## src/rtl/signed_divider_seq.sv

```systemverilog
// -----------------------------------------------------------------------------
// signed_divider_seq
// Sequential 8-bit signed divider using restoring division on magnitudes.
// A request is accepted in IDLE. Eight DIVIDE iterations follow, one per clock,
// and SIGN then applies the signs and presents the result. Dividing by zero
// skips DIVIDE and completes on the next edge with result = {a, 8'hFF}.
//
// Ports
//   clk          in   1   rising-edge clock
//   rst_n        in   1   asynchronous active-low reset
//   start        in   1   request; sampled only in IDLE
//   a            in   8   signed dividend
//   b            in   8   signed divisor
//   busy         out  1   high while a division is in progress
//   done         out  1   one-cycle pulse when result is valid
//   div_by_zero  out  1   registered with result; completed request had b == 0
//   result       out  16  {remainder[7:0], quotient[7:0]}, signed; held
// -----------------------------------------------------------------------------
module signed_divider_seq (
  input  logic        clk,
  input  logic        rst_n,
  input  logic        start,
  input  logic [7:0]  a,
  input  logic [7:0]  b,
  output logic        busy,
  output logic        done,
  output logic        div_by_zero,
  output logic [15:0] result
);

  typedef enum logic [1:0] {IDLE, DIVIDE, SIGN} state_t;

  state_t      state, state_next;

  logic [7:0]  dvd;       // dividend magnitude; quotient bits shift in at the LSB
  logic [7:0]  dvs;       // divisor magnitude
  logic [8:0]  rem;       // partial remainder
  logic [2:0]  cnt;       // iteration index 0..7
  logic        sq;        // quotient sign
  logic        sr;        // remainder sign (sign of dividend)
  logic        zero;      // divisor was zero

  logic        load;
  logic        step;
  logic        finish;

  logic [7:0]  abs_a, abs_b;
  logic [8:0]  shifted;
  logic [9:0]  trial;
  logic [7:0]  q_out, r_mag, r_out;

  // ---------------------------------------------------------------------------
  // FSM: state register
  // ---------------------------------------------------------------------------
  always_ff @(posedge clk or negedge rst_n) begin
    if (!rst_n) state <= IDLE;
    // NOTE: sequential state is always updated with non-blocking assignments so
    // every register samples pre-edge values regardless of block ordering.
    else        state <= state_next;
  end

  // ---------------------------------------------------------------------------
  // FSM: next-state logic
  // ---------------------------------------------------------------------------
  always_comb begin
    // NOTE: default assignment first so no path leaves state_next unassigned,
    // which would otherwise infer a latch.
    state_next = state;
    unique case (state)
      IDLE:    if (start) state_next = (b == 8'h00) ? SIGN : DIVIDE;
      DIVIDE:  if (cnt == 3'd7) state_next = SIGN;
      SIGN:    state_next = IDLE;
      default: state_next = IDLE;
    endcase
  end

  // ---------------------------------------------------------------------------
  // FSM: outputs and datapath controls
  // ---------------------------------------------------------------------------
  always_comb begin
    load   = (state == IDLE) && start;
    step   = (state == DIVIDE);
    finish = (state == SIGN);
    busy   = (state != IDLE);
  end

  // ---------------------------------------------------------------------------
  // Datapath combinational helpers
  // ---------------------------------------------------------------------------
  always_comb begin
    // 0x80 maps to 128, which still fits in an 8-bit unsigned magnitude.
    abs_a   = a[7] ? (~a + 8'd1) : a;
    abs_b   = b[7] ? (~b + 8'd1) : b;
    // Shift in the next dividend bit, then trial-subtract the divisor. The
    // extra top bit of trial acts as the borrow / negative flag.
    shifted = {rem[7:0], dvd[7]};
    trial   = {1'b0, shifted} - {2'b00, dvs};
    // For a zero divisor the dividend magnitude never shifted, so it serves as
    // the remainder and the sign fix-up reproduces the original a.
    q_out   = zero ? 8'hFF : (sq ? (~dvd + 8'd1) : dvd);
    r_mag   = zero ? dvd : rem[7:0];
    r_out   = sr ? (~r_mag + 8'd1) : r_mag;
  end

  // ---------------------------------------------------------------------------
  // Datapath registers
  // ---------------------------------------------------------------------------
  always_ff @(posedge clk or negedge rst_n) begin
    // NOTE: every register here is a plain flop (no memory array), so all of
    // them are cleared by reset to give a fully defined post-reset state.
    if (!rst_n) begin
      dvd         <= 8'h00;
      dvs         <= 8'h00;
      rem         <= 9'h000;
      cnt         <= 3'd0;
      sq          <= 1'b0;
      sr          <= 1'b0;
      zero        <= 1'b0;
      done        <= 1'b0;
      div_by_zero <= 1'b0;
      result      <= 16'h0000;
    end else begin
      done <= finish;
      if (load) begin
        dvd  <= abs_a;
        dvs  <= abs_b;
        rem  <= 9'h000;
        cnt  <= 3'd0;
        sq   <= a[7] ^ b[7];
        sr   <= a[7];
        zero <= (b == 8'h00);
      end else if (step) begin
        cnt <= cnt + 3'd1;
        if (!trial[9]) begin
          rem <= trial[8:0];
          dvd <= {dvd[6:0], 1'b1};
        end else begin
          rem <= shifted;
          dvd <= {dvd[6:0], 1'b0};
        end
      end
      if (finish) begin
        result      <= {r_out, q_out};
        div_by_zero <= zero;
      end
    end
  end

endmodule
```

## config.mk

```make
export PLATFORM = sky130hd
export DESIGN_NAME = signed_divider_seq
export DESIGN_NICKNAME = d
export VERILOG_FILES = /design/src/rtl/signed_divider_seq.sv
export SDC_FILE = /design/constraint.sdc
export NUM_CORES = 1
export LEC_CHECK = 0
export CAP_MARGIN = 20
export CORE_MARGIN = 2
export CORE_UTILIZATION = 40
export DETAILED_ROUTE_END_ITERATION = 12
export SYNTH_ARGS = -nofsm -noshare
export SYNTH_HDL_FRONTEND = slang
export SYNTH_SLANG_ARGS = --single-unit
export TNS_END_PERCENT = 30
```

## constraint.sdc

```tcl
create_clock -name clk -period 4.1 [get_ports clk]
set_input_delay 0.82 -clock clk [delete_from_list [all_inputs] [get_ports clk]]
set_output_delay 0.82 -clock clk [all_outputs]
set_load 0.005 [all_outputs]
```

Word-level counts from Yosys, hierarchy flattened
Index checks and enable logic that the tools add are counted.
- register bits after elaboration: 50
- bits of input ports: 19
- output and inout bits: 19
- add/subtract/negate cells: 6
- eq/ne operators: 5
- multiplexer cells: 18
- bitwise gates (word level): 5
- reductions and logical operators: 6
- operators by type and width (operator ; count):
    $mux 8 ; 11
    $add 8x1->8 const B ; 4
    $not 8->8 ; 4
    $sub 9x8->10 ; 1
    $logic_not 8->1 ; 1
    $mux 2 ; 3
    $mux 3 ; 2
    $pmux 2 s2 ; 1
    $reduce_bool 2->1 ; 2
    $add 3x1->3 const B ; 1
    $eq 3x3->1 const B ; 1
    $eq 2x1->1 const B ; 1
    $eq 2x2->1 const B ; 1
    $logic_not 2->1 ; 1
    $ne 2x1->1 const B ; 1
    $ne 2x2->1 const B ; 1
    $reduce_and 2->1 ; 1
    $logic_and 1x1->1 ; 1
    $mux 1 ; 1
    $xor 1x1->1 ; 1

Longest topological paths before layout
Gate-level depths: netlist (run 1).
- depth in word-level cells: 4
- mapped depth: 9
- depth with buffers taken out: 9

Least setup slack after synthesis (run 1)
OpenSTA, ideal clock, no wires.
- path kind: input port to flip-flop
- start: in a[1]
- end: reg dvd[5]
- data arrival time: 1.797 ns
- data required time: 3.964 ns
- slack: 2.167 ns
- stages: 5
- path through: or3_1 -> or3_1 -> nand2_1 -> xor2_1 -> a21oi_1
- cells in the longest elaborated chain, start to end: 4
- ends and longest elaborated chain (item ; RTL line ; text):
    start: declaration ; 23 ; input logic [7:0] a,
    $not 8->8 ; 92 ; abs_a = a[7] ? (~a + 8'd1) : a;
    $add 8x1->8 ; 92 ;
    $mux 8 ; 92 ;
    $mux 8 ; 124 ; if (load) begin
    end signal: assignment ; 125 ; dvd <= abs_a;
    end signal: assignment ; 136 ; dvd <= {dvd[6:0], 1'b1};
    end signal: assignment ; 139 ; dvd <= {dvd[6:0], 1'b0};
    end: declaration ; 35 ; logic [7:0] dvd;
No other way between the ends.
A chain may end at the register's enable or synchronous reset.

Final worst setup path (run 1)
- start: reg dvd[7]
- end: reg rem[6]
- cells in the longest elaborated chain, start to end: 4
- ends and longest elaborated chain (item ; RTL line ; text):
    $sub 9x8->10 ; 97 ; trial = {1'b0, shifted} - {2'b00, dvs};
    $mux 8 ; 134 ; if (!trial[9]) begin
    $mux 8 ; 132 ; end else if (step) begin
    $mux 8 ; 124 ;
    end signal: assignment ; 135 ; rem <= trial[8:0];
    end signal: assignment ; 138 ; rem <= shifted;
    end: declaration ; 37 ; logic [8:0] rem;
No other way between the ends. The select of a mux whose other input is x is not followed.

==> results.yml, run 1 <==
timing:
  max-slew-margin-rel: 0.351
  report.final.slew_viol_count: 0
  rsz0062_at_grt: "false"
  period_minus_slack_ps: 2220
  fmax_ghz: 0.450
  fin_crit_sh: 0.542
  setup_viol: 0
  hold_viol_final: 0
  worst_slew_pin_slew_ps: 972
  fin_tns_setup_ps: 0
  skew_ps: 12.9
cts:
  path_clk_slew_ps: 100
  h-tree-depth: 2
  clk_latency_ps: 310
  cts_buffer_depth: 2
  hold_buffers: 0
  cts.sinks: 50
  numCtsBuffers: 5
  clock_tree.root_cell: "clkbuf_8"
  postCtsSetupBuffers: 0
  cts_tree: "yes"
  cts_resized: 0
logic_synthesis:
  yosys_warnings: 0
  ys.flop_type: "dfrtp_1"
  synth_fp_nets: 391
  avgSynthCellArea_um2: 8.62
  async_flop_share: 1.00
  syn_inst: 357
  synth_cell_type_count: 44
  syn-cell-area_mm2: 0.00308
  synth-edff-count: 0
  synth_seq_area_share: 0.407
  ys_seq_elements: 50
die:
  fp.dieH_um: 91.7
  io_pins: 38
  rows: 31
  dieArea_mm2: 0.00841
  initial_core_util: 0.417
  core_mm2: 0.00737
  die_x_um: 91.7
route:
  firstDrtPassIters: 4
  drtIter0Drc: 113
  viasPerCell: 5.11
  vias: 2463
  drcViolationCount: 0
  detail-route-antenna-nets: 0
  postRouteWirelength_um: 6300
  wl_per_cell_um: 13.1
run_status:
  status: "finished clean"
setup_path:
  critPathMaxFanout: 3
  worst-endpoint-required_ps: 4310
  cp_top_family: "compound AO/OA/AOI/OAI gates"
  crit_path_start_kind: "flip-flop"
  crit_slowest_cell: "dfrtp_1"
  crit_chain: "inv_1, ha_1, inv_1, fa_1, a211oi_1, o21bai_1, a21oi_1, xnor2_1, a21o_1"
  crit_arrival_ps: 2430
  max_stage_delay_ps: 480
  crit_type: "flip-flop to flip-flop"
  cpMostUsedCell: "inv_1"
  end_kind: "flip-flop"
  worst-path-buf-inv: 2
cells_and_area:
  final_cell_mix: "nand2_1, dfrtp_1, o21ai_0"
  area_growth_pct: 17.4
  layout-drive-gt1-share: 0.0444
  final_common_cell: "nand2_1"
  nets: 416
  diodes: 0
power_and_ir_drop:
  ir_drop_mv: 0.417
  p_per_area_mw_per_mm2: 783
  leakagePower_uw: 0.00161
  finalPower_uw: 2830
placement:
  gp_congestion: 0.838
  dp_hpwl_um: 4690
  numPortBuffers: 37
job:
  cap_violations: 0
grt:
  track_usage: 0.157
  grt_pass1_wl_um: 10500
  grt_overflow: 0
  grt_pass1_vias: 2180
  antenna_found_initial: 0
  grt_max_degree: 51
worst_hold_path:
  hp-class: "flip-flop to flip-flop"
power breakdown:
part	internal, µW	switching (µW)
clock	201	172
sequential	709	238
combinational	727	780
total	1640	1190
layer usage:
metal,wire [µm],track usage,vias up,share of wire
met5,0,0,-,0
met4,138,0.0597,0,0.022
met3,268,0.0271,12,0.043
met2,2860,0.250,56,0.45
met1,3030,0.214,1121,0.48
li1,-,-,1274,-
sequential cells by signal, indices dropped and copies added, names as in the netlist:
register	flops
rem	8
dvd	8
result	16
sq	1
div_by_zero	1
state	2
zero	1
cnt	3
done	1
dvs	8
sr	1
tightest hold or removal path: stages (launching register included):
cell	delay, ps
dfrtp_1	360
nand2_1	50
nand2_1	40
final cells by class:
cell class | count | area (µm²)
clock buffers | 6 | 82.6
clock inverters | 2 | 38.8
fillers | 731 | 3760
inverters | 20 | 75.1
multi-input cells | 266 | 1660
flip-flops and latches | 50 | 1250
well taps | 99 | 124
repair buffers | 39 | 380
Yosys cell counts, types with 2 or more instances:
master    number  area share
nand2b_1       6       0.012
a21oi_1       13       0.021
inv_1         20       0.024
dfrtp_1       50        0.41
mux2i_1       14       0.046
a21o_1         2      0.0049
a31oi_1        5       0.010
and3_1         2      0.0041
a211oi_1       4      0.0098
mux2_2         2      0.0073
buf_2          3      0.0049
xnor2_1       17       0.048
xor2_1        11       0.031
nor2b_1        3      0.0061
nor2_1        21       0.026
nand2_1       68       0.083
o21ai_0       37       0.060
ha_1          14       0.057
o22ai_1        2      0.0041
nor3_1         5      0.0081
o31ai_1        5       0.012
o21ai_1        6      0.0098
clkbuf_1      17       0.021
or3_1          3      0.0061
nand3_1        8       0.013
kinds of logic after synthesis:
logic type | share of synthesized area
flip-flops | 0.407
buffers and inverters | 0.0537
AND/OR/NAND/NOR | 0.173
adder cells (fa/ha/maj) | 0.0634
multiplexers | 0.0529
AO/OA/AOI/OAI | 0.171
XOR/XNOR | 0.0797
worst paths after layout:
check / start / endpoint / slack (ps) / cells past startpoint
worst min-delay path: result[5]$_DFFE_PN0P_ / result[5]$_DFFE_PN0P_ / 470 / 2
worst max-delay path: dvd[7]$_DFFE_PN0P_ / rem[6]$_DFFE_PN0P_ / 1880 / 9
worst min register to register: result[5]$_DFFE_PN0P_ / result[5]$_DFFE_PN0P_ / 470 / 2
worst max register to register: dvd[7]$_DFFE_PN0P_ / rem[6]$_DFFE_PN0P_ / 1880 / 9
min in group asynchronous: rst_n / result[13]$_DFFE_PN0P_ / 600 / 2
max in group asynchronous: rst_n / dvs[6]$_DFFE_PN0P_ / 3060 / 2
metrics by stage:
step           setup slack [ps]  cell area [µm²]  utilization  std cells  hold WS [ps]
5_1_grt                    1730             3610        0.490        482           513
4_1_cts                    1870             3600        0.489        481           483
3_5_place_dp               1550             3480        0.473        473           459
6_report                   1880             3610        0.490        482           474
3_3_place_gp               1600             3480        0.473        473           453
2_1_floorplan              2170             3080            -        357           450
No activity file was read; power rests on OpenSTA's default activity.
==> run 2: changes to the inputs <==
==> constraint.sdc (replaced) <==
create_clock -name clk -period 2.1 [get_ports clk]
set_input_delay 0.42 -clock clk [delete_from_list [all_inputs] [get_ports clk]]
set_output_delay 0.42 -clock clk [all_outputs]
set_load 0.005 [all_outputs]
==> results.yml, run 2 (synthesis results as in run 1) <==
run_status:
  status: "finished clean"
grt:
  grt_overflow: 0
  grt_max_degree: 33
  track_usage: 0.177
  antenna_found_initial: 0
  grt_pass1_vias: 2575
  grt_pass1_wl_um: 12100
cells_and_area:
  nets: 446
  final_common_cell: "nand2_1"
  largest_reg_flops: 16
  final_cell_mix: "nand2_1, dfrtp_1, o21ai_0"
  fill_cells: 704
  layout-drive-gt1-share: 0.126
  diodes: 0
  postLayoutCellArea_mm2: 0.00384
  top_register: "result"
  area_growth_pct: 24.8
die:
  initial_core_util: 0.417
  io_pins: 38
  fp.dieH_um: 91.7
  core_mm2: 0.00737
  rows: 31
  die_x_um: 91.7
  dieArea_mm2: 0.00841
setup_path:
  end_kind: "flip-flop"
  crit_path_start_kind: "flip-flop"
  setup.worst_path.start: "dvd[7]$_DFFE_PN0P_"
  crit_type: "flip-flop to flip-flop"
  r2r_start: "dvd[7]$_DFFE_PN0P_"
  worst-endpoint-required_ps: 2280
  critPathMaxFanout: 5
  reg2reg_setup_slack_ps: 130
  crit_arrival_ps: 2150
power_and_ir_drop:
  finalPower_uw: 5890
  ir_drop_mv: 0.630
  leakagePower_uw: 0.00175
  p_per_area_mw_per_mm2: 1540
timing:
  period_minus_slack_ps: 1970
  fmax_ghz: 0.508
  fin_crit_sh: 0.937
  rsz0062_at_grt: "false"
  hold_viol_final: 0
  worst_slew_pin_slew_ps: 447
  max-slew-margin-rel: 0.702
  fin_tns_setup_ps: 0
  skew_ps: 8.29
  setup_viol: 0
  report.final.slew_viol_count: 0
route:
  postRouteWirelength_um: 7020
  vias: 2602
  viasPerCell: 5.08
  drtIter0Drc: 109
  drcViolationCount: 0
  detail-route-antenna-nets: 0
  firstDrtPassIters: 4
  wl_per_cell_um: 13.7
cts:
  cts_tree: "yes"
  cts.sinks: 50
  cts_buffer_depth: 2
  path_clk_slew_ps: 90
  clock_tree.root_cell: "clkbuf_8"
  h-tree-depth: 2
  clk_latency_ps: 300
  numCtsBuffers: 5
placement:
  place_area_mm2: 0.00370
  gp_congestion: 0.869
  numPortBuffers: 37
  dp_hpwl_um: 5490
worst_hold_path:
  hp-class: "input port to asynchronous set/reset pin"
job:
  cap_violations: 0
[run 2: cell count changes in the layout (fill, tap and decap cells not counted), sizes merged]
cell    delta
buf       +30
clkinv     +2
bufinv     -1
inv        -1
[run 2: worst max-delay path, stage by stage (launching register included)]
cell,delay (ps)
dfrtp_1,410
inv_2,60
ha_2,190
nand2b_1,190
a2111o_1,480
nand2_4,110
a21boi_0,310
o31ai_1,100
[run 2: path summary, 6_finish.rpt]
kind,end,cells past startpoint
worst max-delay path,rem[7]$_DFFE_PN0P_,7
worst min-delay path,rem[7]$_DFFE_PN0P_,1
worst max register to register,rem[7]$_DFFE_PN0P_,7
worst min register to register,result[2]$_DFFE_PN0P_,2
max in group asynchronous,rem[1]$_DFFE_PN0P_,2
min in group clk,result[2]$_DFFE_PN0P_,2
[run 2: timing repair]
action,in CTS,in global routing
setup buffers,0,4
endpoints found under the setup margin,1,6
pin swaps,0,5
resized for setup,1,6
cloned,0,0
hold buffers,0,0
endpoints found under the hold margin,0,0
[run 2: area by class of cell]
type	instances	area, µm²	area share
Clock inverter	2	13.8	0.00359
Clock buffer	6	72.6	0.0189
Inverter	20	75.1	0.0196
Timing Repair Buffer	69	618	0.161
Tap cell	99	124	0.0323
Sequential cell	50	1250	0.326
Multi-Input combinational cell	266	1680	0.439
[run 2: report_power, final]
| part | switching (µW) | total (µW) | internal, µW |
|---|---|---|---|
| clock | 326 | 562 | 236 |
| sequential | 383 | 1770 | 1380 |
| combinational | 1770 | 3560 | 1800 |
[run 2: stage by stage]
step / hold WS (ps) / setup slack [ps] / util / std cells
global route: 68.3 / 19.9 / 0.521 / 512
global placement: 389 / 84.8 / 0.502 / 500
CTS: 54.9 / 55.3 / 0.514 / 508
detailed placement: 398 / 47.3 / 0.502 / 500
finish: 50.0 / 132 / 0.521 / 512
floorplan: 124 / 179 / - / 357
[run 2: routing by layer]
| metal | global-route usage | wire length (µm) |
|---|---|---|
| met3 | 0.0230 | 379 |
| met1 | 0.233 | 3210 |
| met4 | 0.0498 | 71 |
| met2 | 0.305 | 3360 |
| met5 | 0 | 0 |
